===== src/rtl/apb_pkg.sv =====
// Shared definitions for the APB register slave: bus widths, FSM states
// and the address decode rule used by apb_slave_regs.
// Optional feature macro: APB_SLAVE_WAIT_EN (wait-state insertion in the top).
package apb_pkg;

    localparam int APB_AW = 32;
    localparam int APB_DW = 32;

    typedef enum logic [1:0] {
        IDLE = 2'd0,
        WAIT = 2'd1,
        RESP = 2'd2
    } apb_state_e;

    // Word-aligned, inside the bank, and never a write to the read-only ID register.
    function automatic logic addr_ok(input logic [9:0] addr,
                                     input logic       write,
                                     input int         nregs);
        logic [7:0] idx;
        idx = addr[9:2];
        return (addr[1:0] == 2'b00) && (int'(idx) < nregs) && !(write && (idx == 8'd0));
    endfunction

endpackage


===== src/rtl/apb_regbank.sv =====
// Register storage for the APB slave. Index 0 is a read-only ID constant;
// indices 1..NREGS-1 are writable and cleared by reset. Read is a plain
// combinational mux so the top can register it together with PREADY.
module apb_regbank
    import apb_pkg::*;
#(
    parameter int                NREGS    = 8,
    parameter logic [APB_DW-1:0] ID_VALUE = 32'hA5B0_0001
) (
    input  logic              clk_i,
    input  logic              rst_ni,
    input  logic              we_i,
    input  logic [7:0]        idx_i,
    input  logic [APB_DW-1:0] wdata_i,
    output logic [APB_DW-1:0] rdata_o
);

    logic [NREGS-1:0][APB_DW-1:0] reg_flat;

    assign reg_flat[0] = ID_VALUE;

    for (genvar gi = 1; gi < NREGS; gi++) begin : g_reg
        logic [APB_DW-1:0] q;

        // One writable word; only updated when the commit targets this index.
        always_ff @(posedge clk_i or negedge rst_ni) begin
            if (!rst_ni) begin
                q <= '0;
            end else if (we_i && (idx_i == 8'(gi))) begin
                q <= wdata_i;
            end
        end

        assign reg_flat[gi] = q;
    end

    // Read mux; out-of-range indices read as zero (the top flags them anyway).
    always_comb begin
        rdata_o = '0;
        for (int i = 0; i < NREGS; i++) begin
            if (idx_i == 8'(i)) begin
                rdata_o = reg_flat[i];
            end
        end
    end

endmodule


===== src/rtl/apb_slave_regs.sv =====
// APB3 completer in front of a small register bank. A transfer walks
// IDLE -> WAIT -> RESP -> IDLE; PRDATA/PREADY/PSLVERR are all registered and
// PREADY is high for exactly the RESP cycle.
// Optional feature macro: APB_SLAVE_WAIT_EN. When defined, WAIT_CYCLES access
// edges are swallowed before the response; otherwise the first access edge
// completes the transfer and WAIT_CYCLES is ignored.
module apb_slave_regs
    import apb_pkg::*;
#(
    parameter int                NREGS       = 8,
    parameter int                WAIT_CYCLES = 2,
    parameter logic [APB_DW-1:0] ID_VALUE    = 32'hA5B0_0001
) (
    input  logic              PCLK,
    input  logic              PRESETn,
    input  logic              PSEL,
    input  logic              PENABLE,
    input  logic              PWRITE,
    input  logic [APB_AW-1:0] PADDR,
    input  logic [APB_DW-1:0] PWDATA,
    output logic [APB_DW-1:0] PRDATA,
    output logic              PREADY,
    output logic              PSLVERR
);

    apb_state_e        state_q, state_d;
    logic [9:0]        addr_q, addr_d;
    logic              write_q, write_d;
    logic [APB_DW-1:0] wdata_q, wdata_d;
    logic [APB_DW-1:0] prdata_q, prdata_d;
    logic              pready_q, pready_d;
    logic              pslverr_q, pslverr_d;

    logic              reg_we;
    logic [APB_DW-1:0] reg_rdata;
    logic              access_ok;

    // Address bits above the 256-word window do not take part in decode.
    logic [APB_AW-11:0] unused_paddr;
    assign unused_paddr = PADDR[APB_AW-1:10];

`ifdef APB_SLAVE_WAIT_EN
    localparam int CNT_W = (WAIT_CYCLES > 1) ? $clog2(WAIT_CYCLES + 1) : 1;
    logic [CNT_W-1:0] cnt_q, cnt_d;
`else
    logic [31:0] unused_wait_cycles;
    assign unused_wait_cycles = 32'(WAIT_CYCLES);
`endif

    assign access_ok = addr_ok(addr_q, write_q, NREGS);

    apb_regbank #(
        .NREGS    (NREGS),
        .ID_VALUE (ID_VALUE)
    ) u_regbank (
        .clk_i   (PCLK),
        .rst_ni  (PRESETn),
        .we_i    (reg_we),
        .idx_i   (addr_q[9:2]),
        .wdata_i (wdata_q),
        .rdata_o (reg_rdata)
    );

    // Transfer sequencing and response generation.
    always_comb begin
        state_d   = state_q;
        addr_d    = addr_q;
        write_d   = write_q;
        wdata_d   = wdata_q;
        prdata_d  = prdata_q;
        pready_d  = pready_q;
        pslverr_d = pslverr_q;
        reg_we    = 1'b0;
`ifdef APB_SLAVE_WAIT_EN
        cnt_d     = cnt_q;
`endif
        unique case (state_q)
            IDLE: begin
                pready_d  = 1'b0;
                pslverr_d = 1'b0;
                prdata_d  = '0;
                if (PSEL && !PENABLE) begin
                    state_d = WAIT;
                    addr_d  = PADDR[9:0];
                    write_d = PWRITE;
                    wdata_d = PWDATA;
`ifdef APB_SLAVE_WAIT_EN
                    cnt_d   = CNT_W'(WAIT_CYCLES);
`endif
                end
            end
            WAIT: begin
                if (!PSEL) begin
                    // Master walked away: drop the transfer without touching the bank.
                    state_d = IDLE;
                end else if (PENABLE) begin
`ifdef APB_SLAVE_WAIT_EN
                    if (cnt_q != '0) begin
                        cnt_d = cnt_q - 1'b1;
                    end else
`endif
                    begin
                        state_d   = RESP;
                        pready_d  = 1'b1;
                        pslverr_d = !access_ok;
                        reg_we    = write_q && access_ok;
                        prdata_d  = (!write_q && access_ok) ? reg_rdata : '0;
                    end
                end
            end
            RESP: begin
                // Any setup presented here is ignored; master retries from IDLE.
                state_d   = IDLE;
                pready_d  = 1'b0;
                pslverr_d = 1'b0;
                prdata_d  = '0;
            end
            default: begin
                state_d   = IDLE;
                pready_d  = 1'b0;
                pslverr_d = 1'b0;
                prdata_d  = '0;
            end
        endcase
    end

    // State and registered bus outputs.
    always_ff @(posedge PCLK or negedge PRESETn) begin
        if (!PRESETn) begin
            state_q   <= IDLE;
            addr_q    <= '0;
            write_q   <= 1'b0;
            wdata_q   <= '0;
            prdata_q  <= '0;
            pready_q  <= 1'b0;
            pslverr_q <= 1'b0;
        end else begin
            state_q   <= state_d;
            addr_q    <= addr_d;
            write_q   <= write_d;
            wdata_q   <= wdata_d;
            prdata_q  <= prdata_d;
            pready_q  <= pready_d;
            pslverr_q <= pslverr_d;
        end
    end

`ifdef APB_SLAVE_WAIT_EN
    // Wait-state down-counter.
    always_ff @(posedge PCLK or negedge PRESETn) begin
        if (!PRESETn) begin
            cnt_q <= '0;
        end else begin
            cnt_q <= cnt_d;
        end
    end
`endif

    assign PRDATA  = prdata_q;
    assign PREADY  = pready_q;
    assign PSLVERR = pslverr_q;

endmodule


===== config.mk =====
export PLATFORM = sky130hd
export DESIGN_NAME = apb_slave_regs
export DESIGN_NICKNAME = d
export VERILOG_FILES = /design/src/rtl/apb_pkg.sv /design/src/rtl/apb_regbank.sv /design/src/rtl/apb_slave_regs.sv
export SDC_FILE = /design/constraint.sdc
export NUM_CORES = 1
export LEC_CHECK = 0
export CORE_ASPECT_RATIO = 1.1
export CORE_MARGIN = 2
export CORE_UTILIZATION = 58
export DETAILED_ROUTE_END_ITERATION = 8
export GPL_TIMING_DRIVEN = 0
export PLACE_DENSITY = 0.79
export REMOVE_ABC_BUFFERS = 1
export SYNTH_ARGS = -nofsm -noshare
export SYNTH_HDL_FRONTEND = slang
export SYNTH_SLANG_ARGS = --single-unit

===== constraint.sdc =====
create_clock -name PCLK -period 2.5 [get_ports PCLK]
set_input_delay 0.25 -clock PCLK [delete_from_list [all_inputs] [get_ports PCLK]]
set_output_delay 0.25 -clock PCLK [all_outputs]
set_load 0.02 [all_outputs]

==> results of run 1 <==
==> worst max path at each step <==
stage | endpoint | cells after the start | slack [ps]
CTS | PRDATA[19] | 6 | -9
detailed placement | u_regbank.g_reg[2].q[21] | 6 | -680
global placement | wdata_q[23] | 1 | -11700
floorplan | u_regbank.g_reg[1].q[0] | 3 | -2110
finish | u_regbank.g_reg[1].q[11] | 6 | 10
global route | u_regbank.g_reg[1].q[5] | 6 | -40
==> layer usage <==
metal  part of all wire  GRT usage
met4              0.026     0.0878
met3              0.048     0.0390
met2               0.51      0.434
met5                  0          0
met1               0.42      0.348
==> layout make-up <==
cell class                 count  share of cell area
clock buffer                  53              0.0615
clock inverter                 3             0.00135
inverter                       4            0.000954
multi-input combinational    580               0.340
sequential                   303               0.482
tap                          295              0.0234
timing repair buffer         119              0.0910
==> kinds of logic after synthesis <==
logic type,synth area share
AOI/OAI and AO/OA,0.0742
DFF,0.579
muxes,0.278
buffers and inverters,0.0226
and+or+nand+nor,0.0461
==> stage by stage <==
stage / util / instance area (um2) / setup WS, ps / instances / TNS, ps
floorplan: - / 12800 / -2110 / 887 / -393290
global placement: 0.632 / 14000 / -11700 / 1262 / -4614210
detailed placement: 0.654 / 14500 / -678 / 1280 / -111120
CTS: 0.709 / 15700 / -8.81 / 1349 / -10.1
global route: 0.712 / 15700 / -38.2 / 1357 / -831
finish: 0.712 / 15700 / 12.6 / 1357 / 0
==> placed cells by master, fill, tap and decap left out, drive strengths merged, types with 2 or more instances in the layout <==
cell type / instances
dfrtp: 303
o21ai: 34
o22ai: 9
buf: 39
clkbuf: 53
mux4: 14
nor2b: 3
mux2: 279
nand3: 5
mux2i: 18
nand2: 52
nor2: 36
a22oi: 14
inv: 5
clkinv: 2
a21oi: 33
o221ai: 16
a31oi: 2
nor4: 4
a22o: 16
clkdlybuf4s50: 79
a221oi: 8
nor3: 2
o31a: 8
nor3b: 9
nand2b: 8
==> repair_timing <==
action,4_1_cts,5_1_grt
endpoints found under the hold margin,67,0
setup endpoints to repair,240,122
cloned,0,0
setup buffers,12,8
gates resized for setup,11,4
pin swaps,6,2
hold buffers,1,0
==> power by group through the flow <==
| stage | logic (uW) | registers (uW) | clock network [uW] |
|---|---|---|---|
| after floorplan | 548 | 5470 | 0 |
| after global placement | 856 | 5670 | 0 |
| after detailed placement | 1000 | 5580 | 0 |
| after CTS | 1250 | 5380 | 4500 |
| after global routing | 1400 | 5400 | 4710 |
| final | 1300 | 5370 | 4430 |
==> sequential cells by signal (all words and copies together) (netlist names) <==
name	flops
PRDATA	32
wdata_q	32
PREADY	1
write_q	1
addr_q	10
u_regbank.g.q	224
PSLVERR	1
state_q	2
==> key figures, run 1 <==
Power and ir drop
  – Leakage: 0.00750 uW
  – Internal Pwr Total: 8240 uW
  – Sequential Power Share: 0.484
  – Clock share of power: 0.399
  – Psw: between 2000 and 3000 uW
  – Sw Share: 0.258
  – Peak VDD IR: just over 0.0005 V
  – Total power: 11100 uW
  – Pwr Density: 705 nW/um2
  – Combinational share of power: 0.117

Clock network
  – CTS Sinks: around 300
  – Clock Path Buffers: 3
  – H-tree depth: 1
  – CTS Buf Count: 30
  – CTS tree: yes
  – Clk root buf: clkbuf_16
  – Clk_lat worst skew: between 500 and 600 ps
  – Reg clk slew, reported paths: 60 ps

Die
  – Starting Density: 0.592
  – Full die area: ~24000 um2
  – FP Rows: between 50 and 60
  – Core outline area: 22100 um2
  – IO Count: 103
  – Die extent in y: around 160 um
  – Die span in x: between 100 and 150 um

Placement
  – Gpl congestion: 0.729
  – PortBufs: 80
  – Detailed Place HPWL: 16.5 mm

Synthesis
  – Post-synth top cells: dfrtp_1 (303), mux2_2 (248), nand2_1 (52)
  – Yosys top cell area share: 0.579
  – Post-Syn Instances: around 950
  – Seq cells post-synth: approximately 300
  – Seq/Total Area, Yosys: 0.579
  – Post-synth EDFFs: 0
  – Synth cell types: 39
  – Syn_area_per_cell: 13.7 um2
  – Post-Syn Area: around 13000 um2
  – Fraction of registers with async set/reset: 1.00
  – Post-synth top flop: dfrtp_1
  – Area leader, netlist: dfrtp_1
  – Top-count cell post-synth: dfrtp_1
  – Synth area leaders: dfrtp_1 (58%), mux2_2 (21%), mux2_1 (2.7%)
  – Yosys warns: 0

Finish
  – Fraction of layout cells with a size suffix above 1: 0.347
  – Final #Nets: approximately 1100
  – Antenna diode count: 0
  – Layout area overhead: 20.3%
  – Area occupied by multi-input gates: approximately 5300 um2
  – Register Area: roughly 7600 um2
  – Fillers: between 1000 and 1500

Worst setup path
  – Critical-path cell list: nor4_4 -> nand3_4 -> nor3_4 -> nand3_4 -> buf_12 -> mux2_2
  – Slowest cell on the critical path: nor4_4
  – Critical Path Start Type: register
  – Worst setup path start: addr_q[7]
  – Worst path required time: 2930 ps
  – CP arrival: approximately 2900 ps
  – Critical Path End Type: register
  – Worst R2R Start: addr_q[7]
  – Crit path max-delay family: simple AND/OR/NAND/NOR gates
  – Worst-path fanout max: 20
  – Worst Reg-to-Reg Cells: 6
  – Crit path buf inv count: 1
  – Max incr delay on CP: between 400 and 500 ps
  – R2r endpoint: u_regbank.g_reg[1].q[11]
  – Crit Path Category: register to register
  – Most common cell on crit path: nand3_4
  – Flop2flop setup slack: between 10 and 15 ps

Detailed routing
  – Final ANT Viol Nets: 0
  – Vias/cell: around 6.1
  – DR vias: a little over 8000
  – DRC: 0
  – Total iterations of the first detailed-routing run: 5
  – Drt wl/cell: ~22 um
  – Drt initial violations: around 480
  – Drt total wl: ~30 mm

Global routing
  – Initial antenna violation count: 0
  – GRT Total Usage: 0.258
  – Largest net degree at the start of global routing: 122
  – Vias in the first global route: 8719
  – Global-route wire length before repair: 48.0 mm
  – Grt ovf: 0

STA
  – Max_slew headroom: 0.610
  – Final Hold Fails: 0
  – Minimum clock period: ~2500 ps
  – Max-slew violation count: 0
  – Hold Slack: roughly 250 ps
  – Skew final: ~16 ps
  – Max Clock Freq: ~400 MHz
  – Slew @ Worst Pin: ~590 ps
  – Count of final setup violators: 0
  – Fin crit share: 0.995

Run
  – MaxCap Viol Count: 0

Min path
  – Worst hold path type: primary input to asynchronous set/reset pin

Run status
  – Status: finished, final reports clean
(Power assumes the default switching activity.)
==> run 2, diff against run 1 <==
- PLACE_DENSITY: 0.79 -> 0.84
- SLEW_MARGIN: default -> 20
==> key figures, run 2 (same netlist as run 1, synthesis figures left out) <==
Run
  – MaxCap Viol Count: 0 (unchanged)

STA
  – Hold Slack: 224 ps (-29.1 ps)
  – Skew final: 12.2 ps (-3.77 ps)
  – RSZ-0062 raised after global routing: false
  – Max Clock Freq: 407 MHz (+1.2%)
  – Count of final setup violators: 0 (unchanged)
  – Final Hold Fails: 0 (unchanged)
  – Slew @ Worst Pin: 650 ps (+64.5 ps)
  – Fin crit share: 0.983 (-0.0119)
  – Minimum clock period: 2460 ps (-29.7 ps)
  – Setup tns final: 0 ps (unchanged)
  – Max_slew headroom: 0.566 (-0.0440)
  – Max-slew violation count: 0 (unchanged)

Die
  – FP Rows: 57 (unchanged)
  – Die extent in y: 162 um (unchanged)
  – Full die area: 23800 um2 (unchanged)
  – Core outline area: 22100 um2 (unchanged)
  – IO Count: 103 (unchanged)
  – Starting Density: 0.592 (unchanged)
  – Die span in x: 147 um (unchanged)

Detailed routing
  – Vias/cell: 6.28 (+3.1%)
  – Met1 WL: 12.4 mm (-1.5%)
  – Metal3 WL: 1.94 mm (+33%)
  – DR vias: 8487 (+2.6%)
  – DRC: 0 (unchanged)
  – Final ANT Viol Nets: 0 (unchanged)
  – Drt initial violations: 702 (+45%)
  – Drt total wl: 31.5 mm (+4.9%)
  – DR WL met2: 15.9 mm (+4.2%)
  – Drt wl/cell: 23.4 um (+5.3%)
  – Top layer in use: met4
  – Total iterations of the first detailed-routing run: 5 (unchanged)

Finish
  – Layout area overhead: 20.7%
  – Fraction of layout cells with a size suffix above 1: 0.351 (+0.00481)
  – Most common cell after layout, fill and taps aside: dfrtp_1
  – Final instance area: 15800 um2 (+0.35%)
  – Fillers: 1395 (-4.3%)
  – Antenna diode count: 0 (unchanged)
  – Most frequent cells in the layout: dfrtp_1 (300), mux2_2 (248), clkdlybuf4s50_1 (79), nand2_1 (48), nor2_1 (35)
  – Number of flip-flops in the largest register: 224 (unchanged)
  – Reg with most FFs: u_regbank.g.q
  – Final #Nets: 1104 (-0.27%)

Power and ir drop
  – Leakage: 0.00752 uW (+0.31%)
  – Pwr Density: 722 nW/um2 (+2.5%)
  – Peak VDD IR: 0.000615 V (+21%)
  – Sequential Power Share: 0.473 (-0.011)
  – Combinational share of power: 0.111 (-0.006)
  – Sw Share: 0.254 (-0.00374)
  – Clock share of power: 0.416 (+0.017)
  – Psw: 2900 uW (+1.4%)
  – Internal Pwr Total: 8510 uW (+3.4%)

Clock network
  – CTS Buf Count: 29 (-3.3%)
  – CTS Sinks: 303 (unchanged)
  – Clock Path Buffers: 3 (unchanged)
  – Clk root buf: clkbuf_16
  – H-tree depth: 1 (unchanged)
  – Clk_lat worst skew: 550 ps (about the same)
  – Reg clk slew, reported paths: 60 ps (about the same)
  – CTS tree: yes

Worst setup path
  – Flop2flop setup slack: 40 ps (+30 ps)
  – Worst setup path start: addr_q[4]
  – Worst R2R Start: addr_q[4]
  – Worst-path fanout max: 61 (+200%)
  – Crit Path Category: register to register
  – Worst Reg-to-Reg Cells: 7 (+1)
  – Worst path required time: 2930 ps (about the same)
  – Critical Path End Type: register
  – R2r endpoint: u_regbank.g_reg[4].q[27]
  – Critical Path Start Type: register
  – CP arrival: 2890 ps (-30 ps)

Run status
  – Status: finished, final reports clean

Global routing
  – GRT Total Usage: 0.266 (+0.00745)
  – Grt ovf: 0 (unchanged)
  – Vias in the first global route: 8969 (+2.9%)
  – Largest net degree at the start of global routing: 97 (-20%)
  – Initial antenna violation count: 0 (unchanged)
  – Global-route wire length before repair: 49.4 mm (+2.9%)

Min path
  – Worst hold path type: primary input to asynchronous set/reset pin

Placement
  – Gpl congestion: 0.708 (-2.9%)
  – PortBufs: 80 (unchanged)
  – DP Area: 14500 um2 (+0.35%)
  – Detailed Place HPWL: 17.0 mm (+3.0%)
[run 2: cell types whose count changed in the layout (fill, tap and decap cells not counted), moves of 2 or more]
cell       previous run  this run
buf_4                15        11
clkbuf_16            31        29
clkbuf_1             11         3
clkbuf_8             11         9
clkinv_2              2         5
bufinv_16             0         5
[run 2: how the worst max path moves through the flow]
stage / end / slack, ps
floorplan: u_regbank.g_reg[1].q[0] / -2110
global placement: wdata_q[29] / -11570
detailed placement: u_regbank.g_reg[3].q[0] / -720
CTS: u_regbank.g_reg[5].q[16] / -140
global route: u_regbank.g_reg[2].q[11] / 4
finish: u_regbank.g_reg[4].q[27] / 40
[run 2: timing repair]
item,CTS,global route
gates cloned,1,0
pin swaps,5,2
setup buffers,6,9
gates resized for setup,9,7
hold buffers,1,0
hold endpoints to repair,63,0
endpoints found under the setup margin,224,187
[run 2: through the flow]
step           cells  setup WS, ps  total power, uW   util
2_1_floorplan    887         -2110             6010      -
3_3_place_gp    1262        -11570             6520  0.632
3_5_place_dp    1282          -717             6610  0.656
4_1_cts         1342          -145            11400  0.710
5_1_grt         1351          3.71            11800  0.715
6_report        1351          42.2            11400  0.715
[run 2: power by group through the flow]
stage	clock network [uW]	registers [uW]	logic, uW
6_report	4750	5400	1260
5_1_grt	5010	5430	1350
4_1_cts	4770	5410	1170
3_5_place_dp	0	5510	1090
3_3_place_gp	0	5670	849
2_1_floorplan	0	5470	548
[run 2: per-layer routing]
layer | vias up | global-route usage
li1 | 3668 | -
met1 | 4401 | 0.348
met2 | 322 | 0.439
met3 | 96 | 0.0410
met4 | 0 | 0.128
met5 | - | 0
[run 2: worst max-delay path, stage by stage (launching register included)]
cell and delay [ps]:
dfrtp_4 570, buf_16 280, nand2_2 180, nor4_4 240, buf_4 210, nand2_4 210, buf_16 250, mux2_1 330
[run 2: layout make-up]
type	instances	area, um2	share of cell area
clock inverters	11	183	0.0116
well taps	295	369	0.0234
flip-flops and latches	303	7590	0.481
multi-input cells	581	5360	0.339
repair buffers	116	1420	0.0897
inverters	4	15.0	0.000950
clock buffers	41	861	0.0545
==> run 3, diff against run 2 <==
- CORE_UTILIZATION: 58 -> 63
- PLACE_DENSITY: 0.84 -> 0.9
- clock period: 2.5 -> 2.89 ns (I/O delays scaled with it)
==> key figures, run 3 (same netlist as run 1, synthesis figures left out) <==
Detailed routing
  – Total iterations of the first detailed-routing run: 5 (unchanged)
  – Drt initial violations: 709 (+1.0%)
  – DR vias: 8564 (+0.91%)
  – Vias/cell: 6.62 (+5.4%)
  – Drt total wl: 31.1 mm (-1.5%)
  – DRC: 0 (unchanged)
  – Final ANT Viol Nets: 0 (unchanged)
  – Drt wl/cell: 24.0 um (+2.9%)

Worst setup path
  – CP arrival: 3270 ps (+380 ps)
  – Worst Reg-to-Reg Cells: 6 (-1)
  – Worst-path fanout max: 17 (-72%)
  – Critical Path Start Type: register
  – Critical Path End Type: register
  – Worst path required time: 3310 ps (+380 ps)
  – Crit Path Category: register to register

Global routing
  – Largest net degree at the start of global routing: 104 (+7.2%)
  – Vias in the first global route: 9288 (+3.6%)
  – Initial antenna violation count: 0 (unchanged)
  – GRT Total Usage: 0.290 (+0.0246)
  – Grt ovf: 0 (unchanged)
  – Global-route wire length before repair: 50.0 mm (+1.2%)

Finish
  – Fillers: 1194 (-14%)
  – Most common cell after layout, fill and taps aside: dfrtp_1
  – Layout area overhead: 17.2%
  – Number of flip-flops in the largest register: 224 (unchanged)
  – Reg with most FFs: u_regbank.g.q
  – Non-filler instance count after layout: 1293 (-4.3%)
  – Final #Nets: 1089 (-1.4%)
  – Antenna diode count: 0 (unchanged)
  – Fraction of layout cells with a size suffix above 1: 0.329 (-0.0225)
  – Most frequent cells in the layout: dfrtp_1 (300), mux2_2 (248), clkdlybuf4s50_1 (79), nand2_1 (49), nor2_1 (36)
  – Core Util, Final: 0.748 (+0.0336)

STA
  – Minimum clock period: 2850 ps (+388 ps)
  – Max Clock Freq: 351 MHz (-14%)
  – Count of final setup violators: 0 (unchanged)
  – Fin crit share: 0.985 (+0.00154)
  – Final Hold Fails: 0 (unchanged)
  – Max_slew headroom: 0.453 (-0.113)
  – Worst Setup Slack, final: 44.4 ps (+2.15 ps)
  – Skew final: 20.0 ps (+7.79 ps)
  – RSZ-0062 raised after global routing: true
  – Max-slew violation count: 0 (unchanged)
  – Slew @ Worst Pin: 815 ps (+164 ps)

Placement
  – Post-Place Worst Slack: -532 ps (+185 ps)
  – Detailed Place HPWL: 18.1 mm (+6.6%)
  – Gpl congestion: 0.719 (+1.6%)
  – Placed instance count: 1242 (-3.1%)
  – PortBufs: 80 (unchanged)

Die
  – Starting Density: 0.638 (+0.0462)
  – Die extent in y: 155 um (-3.9%)
  – Die span in x: 141 um (-3.9%)
  – Full die area: 21900 um2 (-7.7%)
  – IO Count: 103 (unchanged)
  – Core outline area: 20500 um2 (-7.2%)
  – FP Rows: 55 (-3.5%)

Power and ir drop
  – Sequential Power Share: 0.515 (+0.042)
  – Combinational share of power: 0.103 (-0.008)
  – Sw Share: 0.263 (+0.00929)
  – Internal Pwr Total: 6770 uW (-20%)
  – Peak VDD IR: 0.000477 V (-22%)
  – Leakage: 0.00728 uW (-3.1%)
  – Pwr Density: 599 nW/um2 (-17%)
  – Clock share of power: 0.382 (-0.034)
  – Psw: 2420 uW (-16%)

Clock network
  – Clk_lat worst skew: 550 ps (about the same)
  – H-tree depth: 1 (unchanged)
  – Reg clk slew, reported paths: 60 ps (about the same)
  – CTS Sinks: 303 (unchanged)
  – CTS tree: yes
  – CTS Buf Count: 29 (unchanged)
  – Clock Path Buffers: 3 (unchanged)
  – Clk root buf: clkbuf_16

Run
  – MaxCap Viol Count: 0 (unchanged)

Run status
  – Status: finished, final reports clean

Min path
  – Worst hold path type: primary input to asynchronous set/reset pin
==> run 3: cell count changes in the layout (fill, tap and decap cells not counted), moves of 2 or more <==
| cell | previous run | this run |
|---|---|---|
| buf_6 | 5 | 3 |
| buf_8 | 4 | 1 |
| inv_6 | 0 | 2 |
| clkinv_2 | 5 | 3 |
| buf_4 | 11 | 3 |
| bufinv_16 | 5 | 0 |
| nand2_2 | 1 | 3 |
| nand2_4 | 3 | 0 |
| clkbuf_8 | 9 | 5 |
| buf_16 | 13 | 10 |
| clkbuf_1 | 3 | 9 |
==> run 3: area by class of cell <==
cell class,count,area (um2),share of cell area
Clock buffer,43,828,0.0540
Clock inverter,5,32.5,0.00212
Inverter,4,15.0,0.000978
Multi-Input combinational cell,581,5330,0.347
Sequential cell,303,7590,0.495
Tap cell,256,320,0.0209
Timing Repair Buffer,101,1230,0.0800
==> run 3: per-stage QoR <==
stage	TNS, ps	total power [uW]	area (um2)	hold WS, ps
global placement	-4252800	5620	13900	432
floorplan	-276500	5200	12800	-6.59
finish	0	9200	15300	204
CTS	-165	9210	15300	198
global route	-116	9500	15300	220
detailed placement	-52490	5710	14400	175
==> run 3: power by group through the flow <==
| stage | Clock [uW] | Combinational (uW) | Sequential (uW) |
|---|---|---|---|
| finish | 3510 | 948 | 4730 |
| global route | 3710 | 1020 | 4770 |
| CTS | 3530 | 945 | 4730 |
| detailed placement | 0 | 913 | 4800 |
| global placement | 0 | 728 | 4890 |
| floorplan | 0 | 474 | 4730 |
==> run 3: what timing repair did <==
action / in CTS / in global routing
hold endpoints to repair: 102 / 0
gates resized for setup: 5 / 2
pin swaps: 2 / 0
hold buffers: 1 / 0
setup endpoints to repair: 117 / 53
buffers inserted: 1 / 0
cloned: 1 / 0
==> run 3: layer usage <==
layer / track usage / up-vias / share of wire
met3: 0.0456 / 98 / 0.067
met1: 0.390 / 4463 / 0.40
met2: 0.479 / 371 / 0.50
li1: - / 3632 / -
met5: 0 / - / 0
met4: 0.120 / 0 / 0.037
==> run 3: worst max-delay path: stages (launching register included) <==
cell and delay, ps:
dfrtp_1 420, nor4_4 440, nand3_2 310, nor4_4 440, nand2_2 470, buf_16 330, mux2_2 290
==> run 3: final timing paths <==
check | startpoint | end | slack (ps)
max | addr_q[7] | u_regbank.g_reg[4].q[8] | 40
min | PRESETn | PRDATA[20] | 200
max reg2reg | addr_q[7] | u_regbank.g_reg[4].q[8] | 40
min reg2reg | PRDATA[30] | PRDATA[30] | 480
max in group asynchronous | PRESETn | addr_q[3] | 1510
min in group PCLK | PWDATA[12] | wdata_q[12] | 340
